**src/rtl/uart_rx_fifo.sv**
```systemverilog
`timescale 1ns/1ps
// 8N1 oversampling UART receiver feeding a circular FIFO drained by a one-cycle read strobe.
// Good characters are pushed at the stop-bit sample; bad stop bits and full-FIFO drops pulse flags.
module uart_rx_fifo #(
  parameter int WIDTH        = 8,
  parameter int DIVISOR      = 434,
  parameter int SAMPLE_PHASE = 217,
  parameter int DEPTH        = 16,
  parameter int LEVEL        = 2
) (
  input  logic             clk,
  input  logic             i_reset,
  input  logic             i_rx_enable,
  input  logic             i_rx,
  input  logic             i_r_en,
  output logic [WIDTH-1:0] o_r_data,
  output logic             o_r_valid,
  output logic             o_full,
  output logic             o_afull,
  output logic             o_empty,
  output logic             o_aempty,
  output logic             o_frame_err,
  output logic             o_overflow,
  output logic             o_busy
);

  localparam int CW = $clog2(DIVISOR);
  localparam int IW = (WIDTH > 1) ? $clog2(WIDTH) : 1;
  localparam int AW = $clog2(DEPTH);
  localparam int NW = AW + 1;

  typedef enum logic [1:0] {IDLE, START, DATA, STOP} state_t;

  state_t           state_q, state_d;
  logic [CW-1:0]    cnt_q, cnt_d;
  logic [IW-1:0]    idx_q, idx_d;
  logic [WIDTH-1:0] sr_q, sr_d;
  logic             rx_meta_q, rx_s_q;
  logic             at_sample, at_end, stop_eval;
  logic             push, pop, fe_d, ov_d, full_now, empty_now;
  logic [WIDTH-1:0] mem_q [DEPTH];
  logic [AW-1:0]    wptr_q, rptr_q;
  logic [NW-1:0]    count_q, count_d;

  always_ff @(posedge clk) begin
    if (i_reset) begin
      rx_meta_q <= 1'b1;
      rx_s_q    <= 1'b1;
    end else begin
      rx_meta_q <= i_rx;
      rx_s_q    <= rx_meta_q;
    end
  end

  assign at_sample = (cnt_q == CW'(SAMPLE_PHASE));
  assign at_end    = (cnt_q == CW'(DIVISOR - 1));
  assign full_now  = (count_q == NW'(DEPTH));
  assign empty_now = (count_q == '0);

  always_comb begin
    state_d   = state_q;
    cnt_d     = at_end ? '0 : cnt_q + CW'(1);
    idx_d     = idx_q;
    sr_d      = sr_q;
    stop_eval = 1'b0;
    case (state_q)
      IDLE: begin
        cnt_d = '0;
        if (!rx_s_q) state_d = START;
      end
      START: begin
        if (at_sample && rx_s_q) begin
          state_d = IDLE;
        end else if (at_end) begin
          state_d = DATA;
          idx_d   = '0;
        end
      end
      DATA: begin
        if (at_sample) sr_d = {rx_s_q, sr_q[WIDTH-1:1]};
        if (at_end) begin
          if (idx_q == IW'(WIDTH - 1)) state_d = STOP;
          else                         idx_d   = idx_q + IW'(1);
        end
      end
      STOP: begin
        // Leave on the sample edge so a back-to-back start bit is caught early.
        if (at_sample) begin
          stop_eval = 1'b1;
          state_d   = IDLE;
        end
      end
      default: state_d = IDLE;
    endcase
    if (!i_rx_enable) begin
      state_d   = IDLE;
      stop_eval = 1'b0;
    end
  end

  assign push = stop_eval &&  rx_s_q && !full_now;
  assign ov_d = stop_eval &&  rx_s_q &&  full_now;
  assign fe_d = stop_eval && !rx_s_q;
  assign pop  = i_r_en && !empty_now;

  always_comb begin
    count_d = count_q;
    case ({push, pop})
      2'b10:   count_d = count_q + NW'(1);
      2'b01:   count_d = count_q - NW'(1);
      default: count_d = count_q;
    endcase
  end

  always_ff @(posedge clk) begin
    if (i_reset) begin
      state_q     <= IDLE;
      cnt_q       <= '0;
      idx_q       <= '0;
      wptr_q      <= '0;
      rptr_q      <= '0;
      count_q     <= '0;
      o_r_data    <= '0;
      o_r_valid   <= 1'b0;
      o_full      <= 1'b0;
      o_afull     <= 1'b0;
      o_empty     <= 1'b1;
      o_aempty    <= 1'b1;
      o_frame_err <= 1'b0;
      o_overflow  <= 1'b0;
    end else begin
      state_q     <= state_d;
      cnt_q       <= cnt_d;
      idx_q       <= idx_d;
      count_q     <= count_d;
      o_r_valid   <= pop;
      o_frame_err <= fe_d;
      o_overflow  <= ov_d;
      o_full      <= (count_d == NW'(DEPTH));
      o_afull     <= (count_d >= NW'(DEPTH - LEVEL));
      o_empty     <= (count_d == '0);
      o_aempty    <= (count_d <= NW'(LEVEL));
      if (push) wptr_q <= wptr_q + AW'(1);
      if (pop) begin
        rptr_q   <= rptr_q + AW'(1);
        o_r_data <= mem_q[rptr_q];
      end
    end
  end

  always_ff @(posedge clk) begin
    sr_q <= sr_d;
    if (push) mem_q[wptr_q] <= sr_d;
  end

  assign o_busy = (state_q != IDLE);

endmodule

```
**config.mk**
```make
export PLATFORM = sky130hd
export DESIGN_NAME = uart_rx_fifo
export DESIGN_NICKNAME = d
export VERILOG_FILES = /design/src/rtl/uart_rx_fifo.sv
export SDC_FILE = /design/constraint.sdc
export NUM_CORES = 1
export LEC_CHECK = 0
export CAP_MARGIN = 20
export CORE_MARGIN = 2
export CORE_UTILIZATION = 45
export DETAILED_ROUTE_END_ITERATION = 8
export PLACE_DENSITY = 0.58
export SYNTH_ARGS = -nofsm -noshare
export SYNTH_HDL_FRONTEND = slang
export SYNTH_SLANG_ARGS = --single-unit
```
**constraint.sdc**
```tcl
create_clock -name clk -period 5.3 [get_ports clk]
set_input_delay 1.325 -clock clk [delete_from_list [all_inputs] [get_ports clk]]
set_output_delay 1.325 -clock clk [all_outputs]
set_load 0.01 [all_outputs]
```
# After elaboration in Yosys (flattened, before gate mapping)

Memory sizes are Yosys's and may differ from the RTL's. A register that Yosys moved wholly into a read port is not among the register bits.
Cells that the tools add are included.

Register bits: 44
Latch bits: 0
RAM bits: 128
ROM bits: 0
Input bits: 5
Word-level logic and storage cells: 82
Memories kept: 1

Memory list:

| memory | words | bits a word | rd ports | clocked after memory_dff | wr ports | RTL line | RTL |
|---|---|---|---|---|---|---|---|
| mem_q  | 16    | 8           | 1        | 1                        | 1        | 41       | `logic [WIDTH-1:0] mem_q [DEPTH];` |

Add/sub/neg operators: 6
$mul: 0
Div/mod/pow operators: 0
Magnitude comparators: 2
Equality and inequality tests: 18
Shifts and indexed selects: 0
Muxes and demuxes: 20
Bitwise gates (word level): 1
Reductions and logical operators: 18

Operators with widths:

| operator                                                                             | count |
|---|---|
| 8-bit two-way mux                                                                    | 2 |
| 2-bit inequality test (second input constant)                                        | 7 |
| 2-bit two-way mux                                                                    | 6 |
| 3-bit two-way mux                                                                    | 4 |
| 5-bit equality test (second input constant)                                          | 2 |
| 5-bit logical NOT                                                                    | 2 |
| 5-bit case mux with 2 select lines                                                   | 1 |
| 5-bit AND reduction                                                                  | 2 |
| 9-bit by 1-bit adder with 9-bit output (second input constant)                       | 1 |
| 9-bit by 8-bit equality test with 1-bit output (second input constant)               | 1 |
| 9-bit equality test (second input constant)                                          | 1 |
| 4-bit by 1-bit adder with 4-bit output (second input constant)                       | 2 |
| 2-bit case mux with 4 select lines                                                   | 1 |
| 2-bit equality test (second input constant)                                          | 3 |
| 1-bit logical AND                                                                    | 6 |
| 3-bit case mux with 2 select lines                                                   | 1 |
| 5-bit by 1-bit adder with 5-bit output (second input constant)                       | 1 |
| 5-bit by 4-bit greater-or-equal comparator with 1-bit output (second input constant) | 1 |
| 5-bit by 2-bit <= comparator with 1-bit output (second input constant)               | 1 |
| 1-bit two-way mux                                                                    | 5 |
| 5-bit by 1-bit subtractor with 5-bit output (second input constant)                  | 1 |
| 2-bit by 1-bit equality test with 1-bit output (second input constant)               | 2 |
| 2-bit nonzero test                                                                   | 2 |
| 3-bit by 1-bit adder with 3-bit output (second input constant)                       | 1 |
| other kinds (7)                                                                      | 9 |

# Logic depth before layout (Yosys ltp)

Gate-level depths: netlist (run 1).

Word-level depth: 9
Depth in mapped cells: 13
Mapped depth without buffers: 12

# Least setup slack after synthesis (run 1)

OpenSTA, ideal clock, no wires.

Kind: input port to flip-flop
Start point: input i_rx_enable
End point: register o_empty
Data arrival time: 3708 ps
Required time: 5213 ps
Path slack: 1505 ps
Stages: 10
Cell sequence: nand4_4 nor3_4 buf_6 inv_1 ha_1 fa_1 or4b_1 a2111oi_0 a211oi_1 o31ai_1

Word-level cells in the longest chain between the ends: 6

RTL lines:

| item                                                                                         | RTL line | RTL |
|---|---|---|
| start: declaration                                                                           | 13       | `input logic i_rx_enable,` |
| 1-bit two-way mux (*)                                                                        | 95       | `if (!i_rx_enable) begin` |
| 1-bit logical AND (*) (2 in a row)                                                           | 101      | `assign push = stop_eval && rx_s_q && !full_now;` |
| 2-bit by 1-bit equality test with 1-bit output / 2-bit equality test (equally long branches) | 108      | `case ({push, pop})` |
| 5-bit case mux with 2 select lines (*)                                                       | 108      |  |
| 5-bit logical NOT (*)                                                                        | 141      | `o_empty <= (count_d == '0);` |
| end signal: assignment                                                                       | 141      |  |
| end: declaration                                                                             | 20       | `output logic o_empty,` |

Mark *: on every way between the ends. The rest lies on a longest branch, timed or not.
A chain may end at the register's enable or synchronous reset.

# Worst setup path after layout (run 1)

Same ends and word-level chain as after synthesis.

==> results of run 1 <==
registers in the layout (all words and copies together) (netlist names), named ones only:
signal,cells
mem_q,128
cnt_q,9
o_r_data,8
sr_q,8
count_q,5
rptr_q,4
wptr_q,4
idx_q,3
o_aempty,1
o_afull,1
o_empty,1
o_frame_err,1
o_full,1
o_overflow,1
o_r_valid,1
rx_meta_q,1
rx_s_q,1
state_q,1
power by group:
| part | internal (mW) | switching [mW] |
|---|---|---|
| registers | 1.49 | 0.00141 |
| logic | 0.00496 | 0.00761 |
| clock network | 0.750 | 0.537 |
logic make-up after synthesis:
kind of cell / after synthesis
DFF: 180
buffers and inverters: 32
xor gates and xnor gates: 11
adders and majority gates: 14
muxes: 59
and+or+nand+nor: 115
AOI/OAI and AO/OA: 47
cells in the final DEF (no fill, tap or decap), types with 4 or more instances in the layout:
cell type,instances
sky130_fd_sc_hd__xor2_1,5
sky130_fd_sc_hd__inv_1,12
sky130_fd_sc_hd__nor2_1,27
sky130_fd_sc_hd__clkbuf_16,17
sky130_fd_sc_hd__dfxtp_1,51
sky130_fd_sc_hd__a21oi_1,14
sky130_fd_sc_hd__mux2i_1,17
sky130_fd_sc_hd__mux4_2,32
sky130_fd_sc_hd__edfxtp_1,128
sky130_fd_sc_hd__o221ai_1,8
sky130_fd_sc_hd__xnor2_1,6
sky130_fd_sc_hd__nand3_1,20
sky130_fd_sc_hd__nor2b_1,7
sky130_fd_sc_hd__ha_1,13
sky130_fd_sc_hd__buf_4,6
sky130_fd_sc_hd__and2_1,4
sky130_fd_sc_hd__clkdlybuf4s50_1,20
sky130_fd_sc_hd__nor3_1,9
sky130_fd_sc_hd__and3_1,10
sky130_fd_sc_hd__a211oi_1,4
sky130_fd_sc_hd__nand2_1,10
sky130_fd_sc_hd__and3_2,5
sky130_fd_sc_hd__mux2_2,8
routing by layer:
metal  share of wire [%]  routed length (um)  vias to the layer above  global-route usage (%)
met5                   0                   0                        -                       0
met4                 2.3                 321                        0                    7.37
met3                 3.3                 459                       23                    3.51
met2                  48                6710                       53                    27.1
met1                  46                6390                     1962                    22.8
li1                    -                   -                     1852                       -
critical path: stages:
cell and delay, ps:
sky130_fd_sc_hd__clkdlybuf4s50_1 540, sky130_fd_sc_hd__nand4_4 160, sky130_fd_sc_hd__nor3_4 430, sky130_fd_sc_hd__inv_1 90, sky130_fd_sc_hd__ha_1 300, sky130_fd_sc_hd__fa_1 500
sky130_fd_sc_hd__or4b_1 540, sky130_fd_sc_hd__a2111oi_0 440, sky130_fd_sc_hd__a211oi_1 130, sky130_fd_sc_hd__o31ai_1 200
through the flow:
step / cell area (sq um) / util, % / hold slack [ps] / instances
detailed placement: 7750 / 48.8 / 399 / 680
floorplan: 7330 / - / 389 / 458
finish: 8350 / 52.6 / 420 / 712
CTS: 8350 / 52.6 / 420 / 712
global route: 8350 / 52.6 / 442 / 712
global placement: 7750 / 48.8 / 399 / 680
final timing paths:
| path | depth (start not counted) | slack (ps) | to | from |
|---|---|---|---|---|
| setup / recovery | 10 | 980 | o_empty | i_rx_enable |
| hold / removal | 1 | 420 | rx_s_q | rx_meta_q |
| setup reg to reg | 11 | 1350 | o_empty | cnt_q[0] |
| hold reg to reg | 1 | 420 | rx_s_q | rx_meta_q |
layout make-up:
class | count | share of cell area [%]
inverter | 12 | 0.539
sequential | 180 | 58.5
multi-input combinational | 246 | 27.5
clock buffer | 19 | 5.18
clock inverter | 13 | 2.07
timing repair buffer | 26 | 2.94
tap | 216 | 3.24
==> flow_summary.rst, run 1 <==
.. list-table::
   :header-rows: 1

   * - Metric
     - Value
   * - Syn_area_per_cell
     - 16.0 sq um
   * - Global route overflow
     - 0
   * - Footprint of the multi-input gates
     - 0.00230 sq mm
   * - Final Total Pwr
     - 2.79 mW
   * - Worst slack, placed
     - 647 ps
   * - Final layout net count
     - 502
   * - Most common cell in the synthesized netlist
     - sky130_fd_sc_hd__edfxtp_1
   * - Detailed-route via count
     - 3,890
   * - Sink count of the clock tree
     - 180
   * - Worst min-delay path category
     - reg -> reg
   * - Detailed Routing Iterations Pass 1
     - 4
   * - Count of port buffers added during placement
     - 20
   * - Global-route wire length before repair
     - 22.2 mm
   * - Cell area after synthesis
     - 0.00733 sq mm
   * - Clock Skew
     - 9.24 ps
   * - Die Area
     - 0.0173 sq mm
   * - Data arrival time of the critical path
     - 4660 ps
   * - Floorplan die width
     - 132 um
   * - Post-route DRC violation count
     - 0
   * - Post-detailed-routing wire length
     - 13.9 mm
   * - Final-layout setup total negative slack
     - 0 ps
   * - Number of fill cells
     - 1,315
   * - Largest family of logic cells by synthesized area
     - multiplexers
   * - Final count of hold timing violations
     - 0
   * - Final antenna-violating net count
     - 0
   * - CTS buffer count
     - 17
   * - Startpoint class of the critical path
     - primary input
   * - Initial DRC count
     - 297
   * - Number of vias per cell
     - 5.46
   * - Initial Utilization
     - 46.1%
   * - Antenna violations before repair
     - 0
   * - Area share of the largest cell type after synthesis
     - 52.5%
   * - Cell at the root of the clock tree
     - sky130_fd_sc_hd__clkbuf_16
   * - Crit end category
     - register
   * - Unrepaired setup endpoints after global routing
     - false
   * - Count of final max-slew check failures
     - 0
   * - Register bit total from synthesis
     - 180
   * - Final Cycle Share
     - 81.5%
   * - Boundary Pins
     - 21
   * - Buffer levels on the longest clock path
     - 2
   * - Xor and xnor fraction of the mapped netlist area
     - 1.31%
   * - Minimum clock period after layout
     - 4320 ps
   * - Synth area leaders
     - sky130_fd_sc_hd__edfxtp_1 (52%), sky130_fd_sc_hd__dfxtp_1 (14%), sky130_fd_sc_hd__mux4_2 (9.8%)
   * - Post-synth top flop
     - sky130_fd_sc_hd__edfxtp_1
   * - Worst slew slack as a fraction of its limit
     - 60.0%
   * - Core Box Area
     - 0.0159 sq mm
   * - TritonCTS clock tree
     - built
   * - Unique masters post-synth
     - 58
   * - Count of flip-flops with a built-in enable after synthesis
     - 128
   * - Post-synthesis mux area share
     - 13.7%
   * - Maximum level of the CTS H-tree
     - 4
   * - PwrDens
     - 334 mW/mm^2
   * - Number of inserted diodes
     - 0
   * - Share of post-route cells with drive strength above 1
     - 19.0%
   * - CP Max Fanout
     - 15
   * - Data required time of the critical path
     - 5640 ps
   * - Worst Tran Pin Value
     - 600 ps
   * - Detailed placement HPWL
     - 8.77 mm
   * - Maximum vdd drop
     - 0.243 mV
   * - GPL Wtd Cong
     - 0.841
   * - Number of maximum-capacitance violations
     - 0
   * - Result of the run
     - completed
   * - Number of hold buffers added after cts
     - 0
   * - Insertion delay to the later sink of the worst-skew pair
     - 430 ps
   * - Synthesized netlist cell count
     - 458
   * - Top cells by count, synth
     - sky130_fd_sc_hd__edfxtp_1 (128), sky130_fd_sc_hd__dfxtp_1 (52), sky130_fd_sc_hd__mux4_2 (32), sky130_fd_sc_hd__nor2_1 (27), sky130_fd_sc_hd__nand3_1 (20)
   * - Growth of design area from synthesis to finish
     - 14.0%
   * - Largest net degree at the start of global routing
     - 35
   * - WL/cell
     - 19.5 um
   * - Achievable frequency
     - 0.232 GHz
   * - Clock transition at the registers of the reported paths
     - 60 ps
   * - Combined flip-flop and latch cell area
     - 0.00489 sq mm
   * - Via count of the first global-routing pass
     - 3,986
   * - Die span in y
     - 132 um
   * - Area fraction in compound gates after synthesis
     - 4.56%
   * - Biggest area consumer among synthesized cells
     - sky130_fd_sc_hd__edfxtp_1
   * - Area share of and/or/nand/nor cells after synthesis
     - 9.32%
   * - Area share of fa/ha/maj cells after synthesis
     - 2.49%
   * - Setup slack after layout
     - 981 ps
   * - Post-Syn Nets
     - 477
   * - Async set-reset flop share out of synthesis
     - 0%
   * - Final setup violation count
     - 0
   * - Post-CTS setup buffer count
     - 0
   * - Post_cts resized
     - 0
   * - Overall Global Routing Usage
     - 17.0%
   * - FP Rows
     - 46
   * - Total leakage power
     - 2.82 nW
   * - Critical Setup Path Class
     - in -> reg
   * - Yosys warning total
     - 0
   * - Sequential cell area fraction in the yosys report
     - 66.7%
No activity file was read; power rests on OpenSTA's default activity.
==> run 2: changes to the inputs <==
Settings changed: PLACE_DENSITY 0.58 to 0.61.
Clock period 5.3 ns to 3.7 ns, I/O delays scaled along.
==> run 2 against run 1 <==
Sequential power increased by 43%; critical path depth increased by 1; first-iteration DRC count decreased by 0.67%; core utilization increased by 0.66 points; cell count increased by 1.8%; hold slack got worse by 5.0 ps; clock skew decreased by 1.4 ps; power increased by 43%; clock power increased by 42%; flip-flop and latch count unchanged.
==> flow_summary.rst, run 2 (synthesis gave the netlist of run 1 again) <==
.. list-table::
   :header-rows: 1

   * - Metric
     - Value
   * - GPL Wtd Cong
     - 0.827
   * - Worst Tran Pin Value
     - 626 ps
   * - Hold Path Cell Cnt
     - 1
   * - Die Area
     - 0.0173 sq mm
   * - Final setup violation count
     - 0
   * - Register with the highest flop count
     - mem_q
   * - Share of post-route cells with drive strength above 1
     - 21.4%
   * - Most common cell after layout, fill and taps aside
     - sky130_fd_sc_hd__edfxtp_1
   * - Largest net degree at the start of global routing
     - 26
   * - Hold endpoint
     - rx_s_q
   * - Floorplan die width
     - 132 um
   * - Overall Global Routing Usage
     - 16.8%
   * - Final count of hold timing violations
     - 0
   * - Data required time of the critical path
     - 4040 ps
   * - Number of flip-flops under the largest register name
     - 128
   * - Number of vias per cell
     - 5.41
   * - Crit end category
     - register
   * - Growth of design area from synthesis to finish
     - 15.4%
   * - Number of hold buffers added after cts
     - 0
   * - WL met3
     - 507 um
   * - Critical Setup Path Class
     - reg -> reg
   * - Initial DRC count
     - 295
   * - Maximum vdd drop
     - 0.296 mV
   * - WL/cell
     - 18.9 um
   * - Antenna violations before repair
     - 0
   * - Detailed-routing wirelength on met1
     - 6.19 mm
   * - Boundary Pins
     - 21
   * - Buffer levels on the longest clock path
     - 2
   * - Final Total Pwr
     - 3.98 mW
   * - Startpoint class of the critical path
     - register
   * - Clock Skew
     - 7.88 ps
   * - Minimum clock period after layout
     - 3460 ps
   * - Global-route wire length before repair
     - 22.0 mm
   * - Uppermost signal routing layer after detailed routing
     - met4
   * - Post-detailed-routing wire length
     - 13.7 mm
   * - Unrepaired setup endpoints after global routing
     - false
   * - Count of final max-slew check failures
     - 0
   * - Data arrival time of the critical path
     - 3800 ps
   * - TritonCTS clock tree
     - built
   * - R2R depth
     - 11
   * - Final antenna-violating net count
     - 0
   * - CP Max Fanout
     - 5
   * - Top Registers
     - mem_q: 128 flops, cnt_q: 9 flops
   * - Hold Crit Start
     - rx_meta_q
   * - Final layout net count
     - 515
   * - Post-route DRC violation count
     - 0
   * - Cell at the root of the clock tree
     - sky130_fd_sc_hd__clkbuf_16
   * - Result of the run
     - completed
   * - Met2 layer wire length in the routed design
     - 6.83 mm
   * - Number of maximum-capacitance violations
     - 0
   * - Detailed Routing Iterations Pass 1
     - 4
   * - Global route overflow
     - 0
   * - Number of inserted diodes
     - 0
   * - FF-to-FF setup slack
     - 240 ps
   * - Count of port buffers added during placement
     - 20
   * - Worst slew slack as a fraction of its limit
     - 58.2%
   * - Initial Utilization
     - 46.1%
   * - Insertion delay to the later sink of the worst-skew pair
     - 430 ps
   * - FP Rows
     - 46
   * - Maximum level of the CTS H-tree
     - 4
   * - Achievable frequency
     - 0.289 GHz
   * - Detailed-route via count
     - 3,923
   * - Final-layout setup total negative slack
     - 0 ps
   * - CTS buffer count
     - 17
   * - Final Cycle Share
     - 93.5%
   * - Worst min-delay path category
     - reg -> reg
   * - Post-CTS setup buffer count
     - 0
   * - Most frequent cells in the layout
     - sky130_fd_sc_hd__edfxtp_1 (128), sky130_fd_sc_hd__dfxtp_1 (51), sky130_fd_sc_hd__mux4_2 (32), sky130_fd_sc_hd__nor2_1 (27)
   * - Detailed placement HPWL
     - 9.18 mm
   * - Clock transition at the registers of the reported paths
     - 70 ps
   * - Total leakage power
     - 2.89 nW
   * - Via count of the first global-routing pass
     - 3,935
   * - Sink count of the clock tree
     - 180
   * - Crit Reg-Reg Startpoint
     - cnt_q[0]
   * - Die span in y
     - 132 um
   * - PwrDens
     - 471 mW/mm^2
   * - Crit Reg-Reg Endpoint
     - o_empty
   * - Core Box Area
     - 0.0159 sq mm
run 2: metrics by stage:
stage | instances | hold slack (ps) | area, sq um | util, % | worst slack [ps]
final | 725 | 415 | 8460 | 53.2 | 239
after global routing | 725 | 435 | 8460 | 53.2 | 53.8
after CTS | 725 | 417 | 8450 | 53.2 | 64.3
after detailed placement | 693 | 400 | 7840 | 49.4 | -310
after global placement | 693 | 393 | 7840 | 49.4 | -62.6
after floorplan | 458 | 389 | 7330 | - | 239
run 2: layout make-up:
class	count	area, sq um
Multi-Input combinational cell	246	2310
Clock buffer	18	429
Clock inverter	14	178
Sequential cell	180	4890
Inverter	12	45.0
Tap cell	216	270
Fill cell	1311	7430
Timing Repair Buffer	39	343
run 2: power breakdown:
group	internal [mW]	switching (mW)
clock network	1.07	0.758
logic	0.00840	0.0117
registers	2.13	0.00199
run 2: how the worst max path moves through the flow:
stage                           start  endpoint  slack (ps)
after floorplan              cnt_q[0]   o_empty         240
after global placement    i_rx_enable   o_empty         -60
after detailed placement  i_rx_enable   o_empty        -310
after CTS                    cnt_q[0]   o_empty          60
after global routing         cnt_q[0]   o_empty          50
final                        cnt_q[0]   o_empty         240
run 2: what timing repair did:
| action | 4_1_cts | 5_1_grt |
|---|---|---|
| hold endpoints to repair | 0 | 0 |
| setup endpoints to repair | 0 | 2 |
| gates resized for setup | 0 | 2 |
run 2: routing by layer:
layer,track usage (%),up-vias
met1,22.4,1967
met4,6.70,0
li1,-,1870
met5,0,-
met3,2.93,15
met2,27.6,71
run 2: worst max-delay path: stages, from the launching register on:
cell and delay, ps:
sky130_fd_sc_hd__dfxtp_1 380, sky130_fd_sc_hd__ha_1 200, sky130_fd_sc_hd__nand4b_2 150, sky130_fd_sc_hd__or3_4 470
sky130_fd_sc_hd__nor3_4 210, sky130_fd_sc_hd__inv_1 60, sky130_fd_sc_hd__ha_1 210, sky130_fd_sc_hd__fa_1 440
sky130_fd_sc_hd__or4b_1 560, sky130_fd_sc_hd__a2111oi_2 360, sky130_fd_sc_hd__a211oi_1 130, sky130_fd_sc_hd__o31ai_1 200
==> run 3: changes to the inputs <==
Settings changed: CORE_MARGIN 2 to 3.
==> run 3 against run 2 <==
Flip-flop and latch count stayed put; power is 0.34% lower; non-clock buffer count stayed put; maximum frequency is 1.6% higher; count of clock-buffer cells in the layout is 2 higher; worst setup slack better by 55 ps.
==> flow_summary.rst, run 3 (synthesis gave the netlist of run 1 again) <==
.. list-table::
   :header-rows: 1

   * - Metric
     - Value
   * - Crit end category
     - register
   * - Insertion delay to the later sink of the worst-skew pair
     - 430 ps
   * - WL/cell
     - 18.3 um
   * - Die span in y
     - 134 um
   * - Area of all placed cells without fillers
     - 0.00847 sq mm
   * - Final antenna-violating net count
     - 0
   * - Clock transition at the registers of the reported paths
     - 60 ps
   * - Most frequent cells in the layout
     - sky130_fd_sc_hd__edfxtp_1 (128), sky130_fd_sc_hd__dfxtp_1 (51), sky130_fd_sc_hd__mux4_2 (32), sky130_fd_sc_hd__nor2_1 (27)
   * - Core Box Area
     - 0.0159 sq mm
   * - Worst slew slack as a fraction of its limit
     - 57.1%
   * - Detailed-route via count
     - 3,913
   * - Sink count of the clock tree
     - 180
   * - Cell at the root of the clock tree
     - sky130_fd_sc_hd__clkbuf_16
   * - Worst slack, placed
     - -177 ps
   * - Critical Setup Path Class
     - reg -> reg
   * - Detailed placement HPWL
     - 9.43 mm
   * - Cell area reported after detailed placement
     - 0.00785 sq mm
   * - CTS buffer count
     - 17
   * - Share of post-route cells with drive strength above 1
     - 21.6%
   * - Floorplan die width
     - 134 um
   * - Comb pwr share
     - 0.5%
   * - Boundary Pins
     - 21
   * - CP Max Fanout
     - 5
   * - Final layout net count
     - 515
   * - Maximum level of the CTS H-tree
     - 4
   * - Clock Skew
     - 17.3 ps
   * - Largest net degree at the start of global routing
     - 28
   * - Detailed Routing Iterations Pass 1
     - 4
   * - Global-route wire length before repair
     - 22.0 mm
   * - Number of fill cells
     - 1,321
   * - Clock power frac
     - 45.7%
   * - Number of maximum-capacitance violations
     - 0
   * - Overall Global Routing Usage
     - 16.0%
   * - Minimum clock period after layout
     - 3410 ps
   * - Data arrival time of the critical path
     - 3740 ps
   * - Maximum vdd drop
     - 0.331 mV
   * - Number of inserted diodes
     - 0
   * - Achievable frequency
     - 0.294 GHz
   * - TritonCTS clock tree
     - built
   * - Final-layout setup total negative slack
     - 0 ps
   * - Data required time of the critical path
     - 4040 ps
   * - Die Area
     - 0.0178 sq mm
   * - Register with the highest flop count
     - mem_q
   * - Seq pwr share
     - 53.8%
   * - Setup slack after layout
     - 295 ps
   * - Growth of design area from synthesis to finish
     - 15.6%
   * - Number of flip-flops under the largest register name
     - 128
   * - Final setup violation count
     - 0
   * - Initial DRC count
     - 250
   * - Internal power
     - 3.20 mW
   * - Unrepaired setup endpoints after global routing
     - false
   * - Final Cycle Share
     - 92.0%
   * - Worst min-delay path category
     - reg -> reg
   * - Result of the run
     - completed
   * - Initial Utilization
     - 46.1%
   * - Count of final max-slew check failures
     - 0
   * - Buffer levels on the longest clock path
     - 2
   * - PwrDens
     - 469 mW/mm^2
   * - Post-detailed-routing wire length
     - 13.3 mm
   * - Via count of the first global-routing pass
     - 4,050
   * - Psw
     - 0.766 mW
   * - Most common cell after layout, fill and taps aside
     - sky130_fd_sc_hd__edfxtp_1
   * - FP Rows
     - 46
   * - Final count of hold timing violations
     - 0
   * - Total leakage power
     - 2.90 nW
   * - Post-route DRC violation count
     - 0
   * - Top Registers
     - mem_q: 128 flops, cnt_q: 9 flops
   * - Worst Tran Pin Value
     - 642 ps
   * - Startpoint class of the critical path
     - register
   * - Hold WS
     - 421 ps
   * - Number of vias per cell
     - 5.40
   * - GPL Wtd Cong
     - 0.844
   * - Global route overflow
     - 0
   * - Antenna violations before repair
     - 0
   * - Count of port buffers added during placement
     - 20
   * - Switching Share
     - 19.3%
## run 3: metal layers
metal  vias up  share of wire [%]  track usage (%)
li1       1880                  -                -
met1      1968                 46             21.2
met2        54                 51             26.3
met3        11                2.8             3.78
met4         0               0.90             5.37
met5         -                  0                0
## run 3: final timing paths
| path | end | slack (ps) | start | cells after the start |
|---|---|---|---|---|
| min reg2reg | rx_s_q | 420 | rx_meta_q | 1 |
| max | o_empty | 290 | cnt_q[0] | 11 |
| max reg2reg | o_empty | 290 | cnt_q[0] | 11 |
| min | rx_s_q | 420 | rx_meta_q | 1 |
## run 3: layout make-up
| class | count | area (sq um) | area share, % |
|---|---|---|---|
| clock buffers | 20 | 467 | 5.51 |
| clock inverters | 12 | 143 | 1.68 |
| well taps | 216 | 270 | 3.19 |
| inverters | 12 | 45.0 | 0.532 |
| repair buffers | 39 | 350 | 4.14 |
| multi-input cells | 246 | 2310 | 27.2 |
| flip-flops and latches | 180 | 4890 | 57.7 |
## run 3: through the flow
stage / util [%] / instances / total power [mW]
6_report: 53.3 / 725 / 3.97
5_1_grt: 53.3 / 725 / 4.08
4_1_cts: 53.3 / 725 / 4.00
3_5_place_dp: 49.4 / 693 / 2.20
3_3_place_gp: 49.3 / 692 / 2.20
2_1_floorplan: - / 458 / 2.18
## run 3: critical path: stages (launching register included)
cell and delay [ps]:
sky130_fd_sc_hd__dfxtp_1 390, sky130_fd_sc_hd__ha_1 210, sky130_fd_sc_hd__nand4b_2 160, sky130_fd_sc_hd__or3_4 470
sky130_fd_sc_hd__nor3_4 200, sky130_fd_sc_hd__inv_1 60, sky130_fd_sc_hd__ha_1 210, sky130_fd_sc_hd__fa_1 450
sky130_fd_sc_hd__or4b_1 570, sky130_fd_sc_hd__a2111oi_2 290, sky130_fd_sc_hd__a211oi_1 110, sky130_fd_sc_hd__o31ai_1 190
## run 3: power by group through the flow
| stage | logic (mW) | registers [mW] | clock network [mW] |
|---|---|---|---|
| after global placement | 0.0195 | 2.18 | 0 |
| after detailed placement | 0.0198 | 2.18 | 0 |
| after floorplan | 0.00849 | 2.18 | 0 |
| after global routing | 0.0216 | 2.13 | 1.93 |
| after CTS | 0.0199 | 2.13 | 1.85 |
| final | 0.0199 | 2.13 | 1.81 |
## run 3: what timing repair did
item | 4_1_cts | 5_1_grt
endpoints found under the setup margin | 0 | 1
buffers inserted | 0 | 0
hold buffers | 0 | 0
gates resized for setup | 0 | 2
